===== config.mk =====
export PLATFORM = sky130hd
export DESIGN_NAME = controle_disparo
export DESIGN_NICKNAME = d
export VERILOG_FILES = /design/src/rtl/jogo_pkg.sv /design/src/rtl/sincroniza_borda.sv /design/src/rtl/controle_disparo.sv
export SDC_FILE = /design/constraint.sdc
export NUM_CORES = 1
export LEC_CHECK = 0
export BUFFER_PORTS_ARGS = -buffer_cell sky130_fd_sc_hd__buf_2
export CORE_UTILIZATION = 40
export CTS_CLUSTER_DIAMETER = 120
export DETAILED_ROUTE_END_ITERATION = 10
export GPL_ROUTABILITY_DRIVEN = 0
export GPL_TIMING_DRIVEN = 0
export SYNTH_ARGS = -nofsm -noshare
export SYNTH_HDL_FRONTEND = slang
export SYNTH_SLANG_ARGS = --single-unit

===== constraint.sdc =====
create_clock -name CLOCK_50 -period 2.86 [get_ports CLOCK_50]
set_input_delay 0.429 -clock CLOCK_50 [delete_from_list [all_inputs] [get_ports CLOCK_50]]
set_output_delay 0.429 -clock CLOCK_50 [all_outputs]
set_load 0.02 [all_outputs]

===== src/rtl/jogo_pkg.sv =====
// Shared game constants: FSM state encoding, screen geometry and spawn helpers.
// Latency: n/a (types, constants and a pure function only).
// Backpressure: n/a.
package jogo_pkg;

    // Fire-controller state encoding, fixed so other blocks can decode it.
    typedef enum logic [1:0] {
        PRONTO  = 2'd0,
        DISPARO = 2'd1,
        VOO     = 2'd2,
        RECARGA = 2'd3
    } estado_t;

    // Visible screen size in pixels.
    localparam int LARGURA_TELA  = 640;
    localparam int ALTURA_TELA   = 480;

    // Projectile y at/above this value is off-screen.
    localparam int Y_LIMITE_TELA = ALTURA_TELA;

    // Vertical offset the projectile block subtracts from the spawn y.
    localparam int OFFSET_Y      = 35;

    // Horizontal centre of the shooter, wrapping at 10 bits.
    function automatic logic [9:0] centro_x(input logic [9:0] x, input logic [9:0] largura);
        return x + (largura >> 1);
    endfunction

endpackage


===== src/rtl/sincroniza_borda.sv =====
// Brings an asynchronous level into core_clk domain and emits one pulse per rising edge.
// Latency: pulse is high 3 cycles after the raw rising edge (2 sync FFs + registered edge detect).
// Backpressure: none; a held input produces a single pulse, a new pulse needs the input to drop first.
module sincroniza_borda (
    input  logic CLOCK_50,
    input  logic reset,
    input  logic entrada,
    output logic pulso
);

    logic sinc_1;
    logic sinc_2;
    logic sinc_ant;

    // Two-flop synchronizer, a delayed copy for edge detection and a registered pulse.
    always_ff @(posedge CLOCK_50 or posedge reset) begin
        if (reset) begin
            sinc_1   <= 1'b0;
            sinc_2   <= 1'b0;
            sinc_ant <= 1'b0;
            pulso    <= 1'b0;
        end else begin
            sinc_1   <= entrada;
            sinc_2   <= sinc_1;
            sinc_ant <= sinc_2;
            pulso    <= sinc_2 & ~sinc_ant;
        end
    end

endmodule


===== src/rtl/controle_disparo.sv =====
// Fire controller: turns the fire button into a bola_reset spawn pulse with latched xi/yi, tracks the flight, cooldown, ammo and hits.
// Latency: bola_reset rises 4 cycles after the raw button edge; flight end is seen 2 cycles after yBola/colisao change.
// Backpressure: none; presses outside PRONTO, while paused or without ammo are dropped. Macro MUNICAO_LIMITADA_EN enables the ammo limit.
module controle_disparo
    import jogo_pkg::*;
#(
    parameter int COOLDOWN_CYC = 25_000_000,
    parameter int RESET_PULSE  = 4,
    parameter int MUNICAO_MAX  = 9,
    parameter int Y_LIMITE     = Y_LIMITE_TELA
) (
    input  logic       CLOCK_50,
    input  logic       reset,
    input  logic       pausa,
    input  logic       reiniciarJogo,
    input  logic       botao_disparo,
    input  logic [9:0] xAtirador,
    input  logic [9:0] yAtirador,
    input  logic [9:0] larguraAtirador,
    input  logic [9:0] yBola,
    input  logic       colisao,
    output logic       bola_reset,
    output logic [9:0] xi,
    output logic [9:0] yi,
    output logic       em_voo,
    output logic [3:0] municao,
    output logic [7:0] acertos
);

    localparam int PW = (RESET_PULSE > 1) ? $clog2(RESET_PULSE) : 1;
    localparam int CW = (COOLDOWN_CYC > 1) ? $clog2(COOLDOWN_CYC) : 1;

    localparam logic [PW-1:0] PULSO_ULT   = PW'(RESET_PULSE - 1);
    localparam logic [CW-1:0] RECARGA_ULT = CW'(COOLDOWN_CYC - 1);
    localparam logic [9:0]    Y_LIM       = 10'(Y_LIMITE);
    localparam logic [3:0]    MUN_CHEIA   = 4'(MUNICAO_MAX);

    estado_t       estado;
    estado_t       estado_nxt;
    logic          pedido;
    logic          disparar;
    logic          acerto;
    logic          tem_municao;
    logic [9:0]    y_bola_q;
    logic          colisao_q;
    logic [PW-1:0] cnt_pulso;
    logic [CW-1:0] cnt_recarga;

    sincroniza_borda u_botao (
        .CLOCK_50 (CLOCK_50),
        .reset    (reset),
        .entrada  (botao_disparo),
        .pulso    (pedido)
    );

    // Spawn pulse and flight flag decode straight from the state, so async reset clears them at once.
    assign bola_reset = (estado == DISPARO);
    assign em_voo     = (estado == VOO);

`ifdef MUNICAO_LIMITADA_EN
    logic [3:0] municao_q;

    // Ammo: refilled on restart, one round spent per accepted shot; never fires at zero so it cannot underflow.
    always_ff @(posedge CLOCK_50 or posedge reset) begin
        if (reset) begin
            municao_q <= MUN_CHEIA;
        end else if (reiniciarJogo) begin
            municao_q <= MUN_CHEIA;
        end else if (disparar) begin
            municao_q <= municao_q - 4'd1;
        end
    end

    assign municao     = municao_q;
    assign tem_municao = (municao_q != 4'd0);
`else
    assign municao     = MUN_CHEIA;
    assign tem_municao = 1'b1;
`endif

    // Next-state and event decode; restart overrides everything.
    always_comb begin
        estado_nxt = estado;
        disparar   = 1'b0;
        acerto     = 1'b0;
        case (estado)
            PRONTO: begin
                if (pedido && !pausa && tem_municao) begin
                    disparar   = 1'b1;
                    estado_nxt = DISPARO;
                end
            end
            DISPARO: begin
                if (cnt_pulso == PULSO_ULT) begin
                    estado_nxt = VOO;
                end
            end
            VOO: begin
                // A hit wins over leaving the screen in the same cycle.
                if (!pausa && (colisao_q || (y_bola_q >= Y_LIM))) begin
                    acerto     = colisao_q;
                    estado_nxt = RECARGA;
                end
            end
            RECARGA: begin
                if (!pausa && (cnt_recarga == RECARGA_ULT)) begin
                    estado_nxt = PRONTO;
                end
            end
            default: estado_nxt = PRONTO;
        endcase
        if (reiniciarJogo) begin
            estado_nxt = PRONTO;
            disparar   = 1'b0;
            acerto     = 1'b0;
        end
    end

    // State register.
    always_ff @(posedge CLOCK_50 or posedge reset) begin
        if (reset) begin
            estado <= PRONTO;
        end else begin
            estado <= estado_nxt;
        end
    end

    // One register each on the projectile y and the collision flag before they are used.
    always_ff @(posedge CLOCK_50 or posedge reset) begin
        if (reset) begin
            y_bola_q  <= '0;
            colisao_q <= 1'b0;
        end else begin
            y_bola_q  <= yBola;
            colisao_q <= colisao;
        end
    end

    // Pulse-width and cooldown counters; both restart from zero whenever their state is left.
    always_ff @(posedge CLOCK_50 or posedge reset) begin
        if (reset) begin
            cnt_pulso   <= '0;
            cnt_recarga <= '0;
        end else begin
            cnt_pulso <= (estado == DISPARO && estado_nxt == DISPARO) ? cnt_pulso + PW'(1) : '0;
            if (estado == RECARGA && estado_nxt == RECARGA) begin
                if (!pausa) begin
                    cnt_recarga <= cnt_recarga + CW'(1);
                end
            end else begin
                cnt_recarga <= '0;
            end
        end
    end

    // Spawn position is captured on the accepted shot and held until the next one (kept across restart).
    always_ff @(posedge CLOCK_50 or posedge reset) begin
        if (reset) begin
            xi <= '0;
            yi <= '0;
        end else if (disparar) begin
            xi <= centro_x(xAtirador, larguraAtirador);
            yi <= yAtirador;
        end
    end

    // Saturating hit counter for the scoreboard.
    always_ff @(posedge CLOCK_50 or posedge reset) begin
        if (reset) begin
            acertos <= '0;
        end else if (reiniciarJogo) begin
            acertos <= '0;
        end else if (acerto && (acertos != 8'hFF)) begin
            acertos <= acertos + 8'd1;
        end
    end

endmodule


==> metrics.cfg <==
[timing]
hold_ws_ps=172.9
fin_crit_sh_pct=67.04
fin_ws_ps=942.7
maxSlewViolCount=0
finalSetupViolations=0
rsz0062_at_grt=false
fin_skew_ps=10.68
hold_viol=0
relSlewSlack_pct=45.24
fmax_mhz=521.6
period_needed_ps=1917
tightest_slew_ps=821.4

[power_and_ir_drop]
seq_power_share_pct=45.1
internal-power_w=0.001711
power_frac_clock_pct=37.9
p_leak_nw=1.934
share_comb_of_total_power_pct=17.0
power_switching_w=0.0006746
ir_drop_mv=0.4066
switching_share_pct=28.28
power_density_mw_per_mm2=595.0

[final_layout]
final_common_cell=buf_2
syn_to_final_growth_pct=21.32
layout.nets=455
num_antenna_cells=0
layout-drive-gt1-share_pct=27.18
mostFrequentLayoutCells=71 x buf_2, 67 x dfrtp_1, 46 x nor2_1, 31 x xor2_1, 25 x nand2_1
final_area_mm2=0.004009

[global_routing]
grt_pass1_wl_um=11330
antenna_found_initial=0
grt_usage_pct=16.91
grt_pass1_vias=2468
grt_max_degree=68
grt_overflow=0

[critical_path]
rr_worst_depth=6
rr_endpoint=cnt_recarga[8]
cp_max_fo=3
crit_type=primary input to flop
rrSetupSlack_ps=1170
cp-start-kind=primary input
crit_required_ps=3130
cp.arrival_ps=2190
end_kind=flop
r2r-start=cnt_recarga[8]

[route]
drt_wl_total_um=6445
drtPass1Iterations=4
drcViolationCount=0
drtIter0Drc=112
postRouteAntennaNets=0
vias=2500
viasPerCell=4.970
wl_per_cell_um=12.81

[synthesis]
syn_inst=315
async_flop_share_pct=100.0
synth_area_mm2=0.003304
synth-seq-area-share_pct=50.74
ys_types=48
yosysWarnings=0
syn_area_per_cell_um2=10.49
synth_edf_count=0
synth_ff_type=dfrtp_1
synth_seq_cells=67

[run]
maxCapViolCount=0

[floorplanning]
core_area_mm2=0.007848
die_area_mm2=0.008629
start_util_pct=42.11
die_w_um=92.89
pin_count=80
row_count=32
die_h_um=92.89

[clock_tree]
clock_path_buffers=2
cts.sinks=67
hold_buffers=0
tritoncts=yes
cts-root-buf=clkbuf_8
clk_pin_slew_worst_paths_ps=80
cts_made_buffers=9
htreeDepth=3
clock_latency_ps=360
cts_resized=0
post_cts_buffers=0

[worst_hold_path]
hold_depth=1
hold_start=yBola[6]
hold_end=y_bola_q[6]
timing.hold.worst.class=primary input to flop

[placement]
numPortBuffers=68
dpl_cell_area_mm2=0.003782
dp_hpwl_um=4620
preCtsSetupSlack_ps=541.8

[run_status]
outcome=completed

## worst max-delay path by stage
stage	start	slack [ps]	end
finish	xAtirador[0]	940	xi[8]
global route	xAtirador[0]	860	xi[8]
global placement	reset	-200	acertos[5]
floorplan	reset	750	acertos[0]
CTS	xAtirador[0]	960	xi[8]
detailed placement	xAtirador[0]	540	xi[8]
## synthesized netlist by cell type, types with 5 or more instances
library cell / number / area (um^2)
dfrtp_1: 67 / 1677
nor2_1: 46 / 172.7
xor2_1: 31 / 271.5
nand2_1: 25 / 93.84
ha_1: 12 / 150.1
o21ai_0: 12 / 60.06
mux2_2: 11 / 123.9
nand3_1: 11 / 55.05
nand4_1: 10 / 62.56
and3_1: 7 / 43.79
inv_1: 6 / 22.52
a21oi_1: 5 / 25.02
nor2b_1: 5 / 31.28
nor3_1: 5 / 25.02
## metrics by stage
step	utilization [%]	power, W	TNS [ps]	std cells
3_5_place_dp	48.20	0.001505	0	487
3_3_place_gp	48.17	0.001495	-12810	487
2_1_floorplan	-	0.001357	0	317
4_1_cts	51.08	0.002420	0	503
5_1_grt	51.08	0.002504	0	503
6_report	51.08	0.002385	0	503
## power groups by stage
stage	combinational [W]	clock [W]	sequential, W
6_report	0.000405	0.000904	0.00108
4_1_cts	0.000412	0.000932	0.00108
3_3_place_gp	0.000406	0	0.00109
2_1_floorplan	0.000167	0	0.00119
5_1_grt	0.000449	0.000971	0.00108
3_5_place_dp	0.000412	0	0.00109
## cells by family after synthesis
logic type                 share of synthesized area (%)
AOI/OAI and AO/OA                                  7.270
other                                             0.2273
adders and majority gates                          5.149
muxes                                              4.354
xor gates and xnor gates                           9.277
and+or+nand+nor                                    20.14
buffers and inverters                              2.840
DFF                                                50.74
## worst max-delay path, stage by stage
cell and delay [ps]:
buf_2 100, ha_1 230, inv_1 80, fa_1 250
nor2b_4 50, o31a_1 290, o311a_1 370, o21a_1 180
o31ai_1 210
## layout make-up
cell class,instances,area [um^2]
buffer,12,71.32
clock buffer,10,137.6
clock inverter,6,88.84
fill,752,3839
inverter,6,25.02
multi-input combinational,232,1541
sequential,67,1677
tap,102,127.6
timing repair buffer,68,340.3
## layer usage
layer / global-route usage (%) / up-vias / wire [um]
met5: 0 / - / 0
met4: 5.000 / 0 / 77
met3: 7.307 / 8 / 411
met2: 26.04 / 56 / 2904
met1: 21.51 / 1195 / 3052
li1: - / 1241 / -
## state kept, by name (all words and copies together) (netlist names)
register          count
cnt_recarga          25
xi                   10
yi                   10
acertos               8
y_bola_q              5
cnt_pulso             2
estado                2
colisao_q             1
u_botao.pulso         1
u_botao.sinc_1        1
u_botao.sinc_2        1
u_botao.sinc_ant      1
(Power assumes the default switching activity.)
